===== src/rtl/div_unit_pkg.sv =====
// div_unit_pkg: shared divider width and FSM state encoding.
package div_unit_pkg;

    localparam int DIV_WIDTH = 32;

    typedef enum logic [1:0] {
        IDLE = 2'b00,
        BUSY = 2'b01,
        DONE = 2'b10
    } divState_t;

endpackage


===== src/rtl/div_unit.sv =====
// div_unit: iterative radix-2 restoring divider for DIV/DIVU that stalls the pipeline while busy.
module div_unit
    import div_unit_pkg::*;
#(
    parameter int WIDTH = DIV_WIDTH
) (
    input  logic             clk,
    input  logic             resetn,
    input  logic             start,
    input  logic             is_signed,
    input  logic [WIDTH-1:0] a,
    input  logic [WIDTH-1:0] b,
    input  logic             cancel,
    output logic             stall_req,
    output logic             valid,
    output logic [WIDTH-1:0] lo,
    output logic [WIDTH-1:0] hi
);

    localparam int CW = $clog2(WIDTH + 1);
    localparam logic [CW-1:0] LAST = CW'(WIDTH - 1);

    divState_t state;
    logic [CW-1:0] count;
    logic [WIDTH-1:0] dvd, dvs, rem;
    logic [WIDTH-1:0] absA, absB, remNext, quotNext;
    logic [WIDTH:0] trial;
    logic qNeg, rNeg;

    assign stall_req = ((state == IDLE && start) || state == BUSY) && !cancel;

    // One extra trial bit keeps divisors above 2^(WIDTH-1) exact.
    always_comb begin
        absA = (is_signed && a[WIDTH-1]) ? -a : a;
        absB = (is_signed && b[WIDTH-1]) ? -b : b;
        trial = {rem, dvd[WIDTH-1]} - {1'b0, dvs};
        remNext = trial[WIDTH] ? {rem[WIDTH-2:0], dvd[WIDTH-1]} : trial[WIDTH-1:0];
        quotNext = {dvd[WIDTH-2:0], ~trial[WIDTH]};
    end

    always_ff @(posedge clk or negedge resetn) begin
        if (!resetn) begin
            state <= IDLE;
            count <= '0;
            valid <= 1'b0;
            lo <= '0;
            hi <= '0;
            dvd <= '0;
            dvs <= '0;
            rem <= '0;
            qNeg <= 1'b0;
            rNeg <= 1'b0;
        end else begin
            valid <= 1'b0;
            case (state)
                IDLE: if (start && !cancel) begin
                    if (b == '0) begin
                        lo <= '1;
                        hi <= a;
                        valid <= 1'b1;
                        state <= DONE;
                    end else begin
                        dvd <= absA;
                        dvs <= absB;
                        rem <= '0;
                        count <= '0;
                        qNeg <= is_signed && (a[WIDTH-1] ^ b[WIDTH-1]);
                        rNeg <= is_signed && a[WIDTH-1];
                        state <= BUSY;
                    end
                end
                BUSY: if (cancel) begin
                    state <= IDLE;
                end else begin
                    rem <= remNext;
                    dvd <= quotNext;
                    count <= count + 1'b1;
                    if (count == LAST) begin
                        lo <= qNeg ? -quotNext : quotNext;
                        hi <= rNeg ? -remNext : remNext;
                        valid <= 1'b1;
                        state <= DONE;
                    end
                end
                default: state <= IDLE;
            endcase
        end
    end

endmodule


===== config.mk =====
export PLATFORM = sky130hd
export DESIGN_NAME = div_unit
export DESIGN_NICKNAME = d
export VERILOG_FILES = /design/src/rtl/div_unit_pkg.sv /design/src/rtl/div_unit.sv
export SDC_FILE = /design/constraint.sdc
export NUM_CORES = 1
export LEC_CHECK = 0
export ABC_AREA = 1
export CAP_MARGIN = 10
export CORE_ASPECT_RATIO = 0.5
export CORE_MARGIN = 2
export CORE_UTILIZATION = 30
export CTS_BUF_LIST = sky130_fd_sc_hd__clkbuf_4 sky130_fd_sc_hd__clkbuf_8
export DETAILED_ROUTE_END_ITERATION = 6
export GPL_TIMING_DRIVEN = 0
export PLACE_DENSITY = 0.48
export SYNTH_ARGS = -nofsm -noshare
export SYNTH_HDL_FRONTEND = slang
export SYNTH_SLANG_ARGS = --single-unit

===== constraint.sdc =====
create_clock -name clk -period 9.7 [get_ports clk]
set_clock_uncertainty 0.2 [all_clocks]
set_input_delay 0.97 -clock clk [delete_from_list [all_inputs] [get_ports clk]]
set_output_delay 0.97 -clock clk [all_outputs]
set_load 0.005 [all_outputs]

**Yosys cells after proc, flatten, opt, wreduce, memory -nomap -nowiden**

Index checks and enable logic that the tools add are counted.
Widths: inputs -> output; s select.

- Add/sub/neg operators: 6
- Equal/unequal tests: 8
- Multiplexer cells: 37
- Bitwise operators: 3
- Reduce and logical (&&, ||, !) cells: 15

Operators by type and width:

| operator | number |
|---|---|
| $mux 32 | 19 |
| $pmux 32 s2 | 4 |
| $neg 32->32 | 4 |
| $sub 33x32->33 | 1 |
| $logic_not 32->1 | 1 |
| $mux 6 | 3 |
| $pmux 6 s2 | 1 |
| $mux 2 | 4 |
| $add 6x1->6 const B | 1 |
| $eq 6x5->1 const B | 1 |
| $logic_and 1x1->1 | 6 |
| $ne 2x1->1 const B | 3 |
| $reduce_and 5->1 | 1 |
| $mux 1 | 4 |
| $ne 2x2->1 const B | 2 |
| $pmux 2 s2 | 1 |
| $reduce_and 4->1 | 1 |
| $ne 3x2->1 const B | 1 |
| $reduce_and 3->1 | 1 |
| $eq 2x1->1 const B | 1 |
| $logic_not 2->1 | 1 |
| $not 1->1 | 2 |
| $pmux 1 s2 | 1 |
| $reduce_and 2->1 | 1 |
| 4 further kinds | 4 |

- Bits in registers: 171
- Input bits: 69
- Output and inout bits: 66
- Logic and storage cells: 79

**Longest topological paths before layout**

- Depth after elaboration: 7
- Mapped depth: 30
- Gate-level depth less buffers: 29

**Worst setup path before layout**

OpenSTA, ideal clock, no wires.

- Kind: reg-to-reg
- Start point: register dvd[31]
- End point: register lo[30]
- Setup time: 0.119 ns
- Arrival time: 3.896 ns
- Required time: 9.381 ns
- Path slack: 5.485 ns
- Stages on the path, launching flop included: 29
- Path buffers: 1
- Period minus slack after synthesis: 4.215 ns
- Path through: dfrtp_1 > inv_1 > ha_1 > fa_1 > inv_1 > nand2_1 > nand2_1 > nand3_1 > nand2_2 > nand2_2 > nand2_2 > nand2_4 > nand2_4 > nand2_2 > nand2_4 > buf_6 > ha_1 > inv_1 > nor3_1 > nand3_1 > nor3_1 > nand4_1 > nor2_1 > nand4_1 > o31ai_1 > o21ai_0 > xor2_1 > o22ai_1 > inv_1

- Word-level cells in the longest chain between the ends: 7

RTL lines:

| what | line | source |
|---|---|---|
| from (decl) | div_unit.sv:25 | `logic [WIDTH-1:0] dvd, dvs, rem;` |
| from (signal assigned) | div_unit.sv:63 | `dvd <= absA;` |
| from (signal assigned) | div_unit.sv:76 | `dvd <= quotNext;` |
| $sub 33x32->33 | div_unit.sv:36 | `trial = {rem, dvd[WIDTH-1]} - {1'b0, dvs};` |
| $not 1->1 | div_unit.sv:38 | `quotNext = {dvd[WIDTH-2:0], ~trial[WIDTH]};` |
| $neg 32->32 | div_unit.sv:79 | `lo <= qNeg ? -quotNext : quotNext;` |
| $mux 32 | div_unit.sv:79 |  |
| $mux 32 | div_unit.sv:78 | `if (count == LAST) begin` |
| $mux 32 | div_unit.sv:72 | `BUSY: if (cancel) begin` |
| $pmux 32 s2 | div_unit.sv:55 | `case (state)` |
| to (signal assigned) | div_unit.sv:79 |  |
| to (decl) | div_unit.sv:16 | `output logic [WIDTH-1:0] lo,` |

Every way passes these cells. The select of a mux whose other input is x is not followed.
A chain may end at the register's enable or synchronous reset.

**Worst setup path after layout**

- Start point: register dvd[31]
- End point: register lo[26]

Same word-level chain as after synthesis.

==> impl_metrics.ini <==
[route]
wire_per_inst_um = 18.23
drt-pass1-iter-count = 5
drc = 0
wirelength_um = 51700
vias = 13830
viasPerCell = 4.880
ant_nets = 0
drt_iter0_markers = 1025

[setup_path]
r2r-start = dvd[31]$_DFFE_PN0P_
crit_slowest_cell = nor3_1
required_ns = 9.93
critPathMaxFanout = 10
ff2ff_setup_slack_ns = 4.29
path_class = flop to flop
r2r_cells = 28
slowest_delay_ns = 0.42
r2r-end = lo[26]$_DFFE_PN0P_
arrival_ns = 5.64
critPathLaunchType = flop
end_kind = flop

[yosys]
ys_seq_area_frac = 0.3205
synth.cell_area_um2 = 13350
netlist_instances = 2079
yosysWarnings = 0
synth_cell_type_count = 49
async_reset_ff_frac = 1.000
ys_ff_latch = 171
syn_nets = 2186
ys_top_cells_by_area = dfrtp_1 32%, nand2_1 18%, inv_1 8.7%
synth_top_cell_by_area = dfrtp_1
synth.avg_cell_area_um2 = 6.423
ys.flop_type = dfrtp_1
synth_edf_count = 0
synth_top_area_frac = 0.3205

[floorplanning]
coreArea_um2 = 43710
row_count = 54
die_x_um = 302.4
die_h_um = 153.2
dieArea_um2 = 46320
initial_core_util = 0.3055
ios = 135

[power]
power_density_nw_per_um2 = 312.7
p_total_mw = 4.976
p_leak_nw = 7.757
peakVddDrop_mv = 0.1005

[grt]
grt_overflow = 0
grt_max_degree = 109
grt_first_pass_wirelength_um = 79140
grtUsageTotal = 0.2255
grt_pass1_vias = 12970
antenna_found_initial = 1

[cts]
cts_buffer_depth = 2
cts.sinks = 171
cts_resized = 0
worstSkewPairLatency_ns = 0.51
path_clk_slew_ns = 0.11
numCtsBuffers = 17
root_buffer = clkbuf_8
cts_setup_buffers = 0
cts_tree = built
cts_hold_buffers = 0
htreeDepth = 4

[placed_design]
port_buffers = 134
place.gp.congestion = 0.9291
dp_hpwl_um = 42170

[hold_path]
worst_hold_path_type = input pin to async pin

[timing]
max-slew-margin-rel = 0.3432
rsz0062_at_grt = no
setup_violations = 0
min_period_ns = 5.412
finalSetupTns_ns = 0
hold_viol = 0
final.period_utilization = 0.5580
fmax_mhz = 184.8
drv_slew = 0
worst_pin_slew_ns = 0.9761

[run_status]
status = finished clean

[cells_and_area]
utilization = 0.3640
areaGrowthSynthToFinish_pct = 19.16
fin_nets = 2341
diodes = 0
drive_gt1_frac = 0.05385

[run]
drv_cap = 0
[how the worst max path moves through the flow]
stage	to	slack, ns	startpoint
after floorplan	lo[30]$_DFFE_PN0P_	5.48	dvd[31]$_DFFE_PN0P_
after global placement	lo[30]$_DFFE_PN0P_	-0.32	resetn
after detailed placement	lo[26]$_DFFE_PN0P_	4.33	dvd[31]$_DFFE_PN0P_
after CTS	lo[26]$_DFFE_PN0P_	4.28	dvd[31]$_DFFE_PN0P_
after global routing	lo[26]$_DFFE_PN0P_	3.87	dvd[31]$_DFFE_PN0P_
final	lo[26]$_DFFE_PN0P_	4.29	dvd[31]$_DFFE_PN0P_
[where the power goes]
part           switching [mW]  leakage (nW)  internal, mW
logic                    2.07          5.45          1.13
clock network           0.316         0.216         0.276
registers               0.211          2.09         0.972
[cell usage after synthesis, drive strengths merged, types with 4 or more instances]
| library cell | instances |
|---|---|
| a21oi | 73 |
| nand4 | 25 |
| nand3 | 137 |
| xnor2 | 22 |
| and2 | 4 |
| nor4 | 10 |
| o211ai | 8 |
| nor3 | 39 |
| xor2 | 36 |
| o22ai | 41 |
| a31oi | 23 |
| nor2 | 205 |
| o21bai | 4 |
| o31ai | 9 |
| a22oi | 5 |
| inv | 317 |
| nand2 | 669 |
| clkbuf | 54 |
| o21ai | 142 |
| buf | 11 |
| ha | 37 |
| nand3b | 10 |
| dfrtp | 171 |
| a21o | 4 |
| o221ai | 11 |
[final cells by class]
class	instances	area [um2]
inverters	320	1202
repair buffers	136	1379
well taps	588	735.7
plain buffers	65	290.3
fillers	4855	27800
clock buffers	19	261.5
multi-input cells	1523	7581
flip-flops and latches	171	4279
clock inverters	13	182.7
[flip-flops by register name, indices dropped and copies added (netlist names)]
signal and flops:
dvd 32, dvs 32, hi 32, lo 32, rem 32, count 6
state 2, qNeg 1, rNeg 1, valid 1
[routing by layer]
layer | GRT usage | vias to the layer above | share of wire
met5 | 0 | - | 0
met4 | 0.04550 | 0 | 0.014
met3 | 0.03170 | 46 | 0.042
met2 | 0.3596 | 310 | 0.46
met1 | 0.3241 | 6492 | 0.49
li1 | - | 6986 | -
[metrics by stage]
step | hold slack, ns | cells | instance area [um2] | setup slack, ns
final | 0.1953 | 2835 | 15910 | 4.288
after detailed placement | 0.2616 | 2803 | 15470 | 4.327
after floorplan | 0.2334 | 2079 | 13350 | 5.485
after CTS | 0.1997 | 2835 | 15910 | 4.280
after global routing | 0.2107 | 2835 | 15910 | 3.873
after global placement | 0.2544 | 2801 | 15430 | -0.3167
[worst max-delay path, delay by kind of cell, from the launching register on]
kind	cells	cell delay [ns]
AO/OA/AOI/OAI	3	0.86
AND/OR/NAND/NOR	18	2.63
buffers and inverters	4	0.43
adder cells (fa/ha/maj)	3	0.80
flip-flops	1	0.39
[cells in the final DEF (no fill, tap or decap), types with 6 or more instances in the layout]
cell / synthesis / final
xor2_1: 36 / 36
inv_2: 6 / 6
ha_1: 37 / 37
o211ai_1: 8 / 8
o21ai_0: 129 / 129
o221ai_1: 11 / 11
nor3_1: 38 / 38
nand2_2: 38 / 38
nand3_1: 134 / 134
xnor2_1: 22 / 22
clkbuf_8: 0 / 19
a31oi_1: 23 / 23
nor4_1: 10 / 10
dfrtp_1: 171 / 171
nand4_1: 25 / 25
nand2_1: 626 / 626
a21oi_1: 70 / 70
clkdlybuf4s50_1: 0 / 133
o31ai_1: 9 / 9
clkbuf_1: 54 / 54
nor2_2: 10 / 10
o21ai_1: 11 / 11
inv_1: 311 / 311
nor2_1: 190 / 190
nand3b_1: 10 / 10
o22ai_1: 41 / 41
[cells by family (layout without fill, tap and decap cells)]
| group | Yosys count | in the layout | share of synthesized area |
|---|---|---|---|
| and+or+nand+nor | 1104 | 1104 | 0.3550 |
| buffers and inverters | 385 | 553 | 0.1118 |
| AOI/OAI and AO/OA | 323 | 323 | 0.1385 |
| DFF | 171 | 171 | 0.3205 |
| xor gates and xnor gates | 58 | 58 | 0.03804 |
| adders and majority gates | 38 | 38 | 0.03617 |
Note: power is estimated with default switching activity, not from simulation.
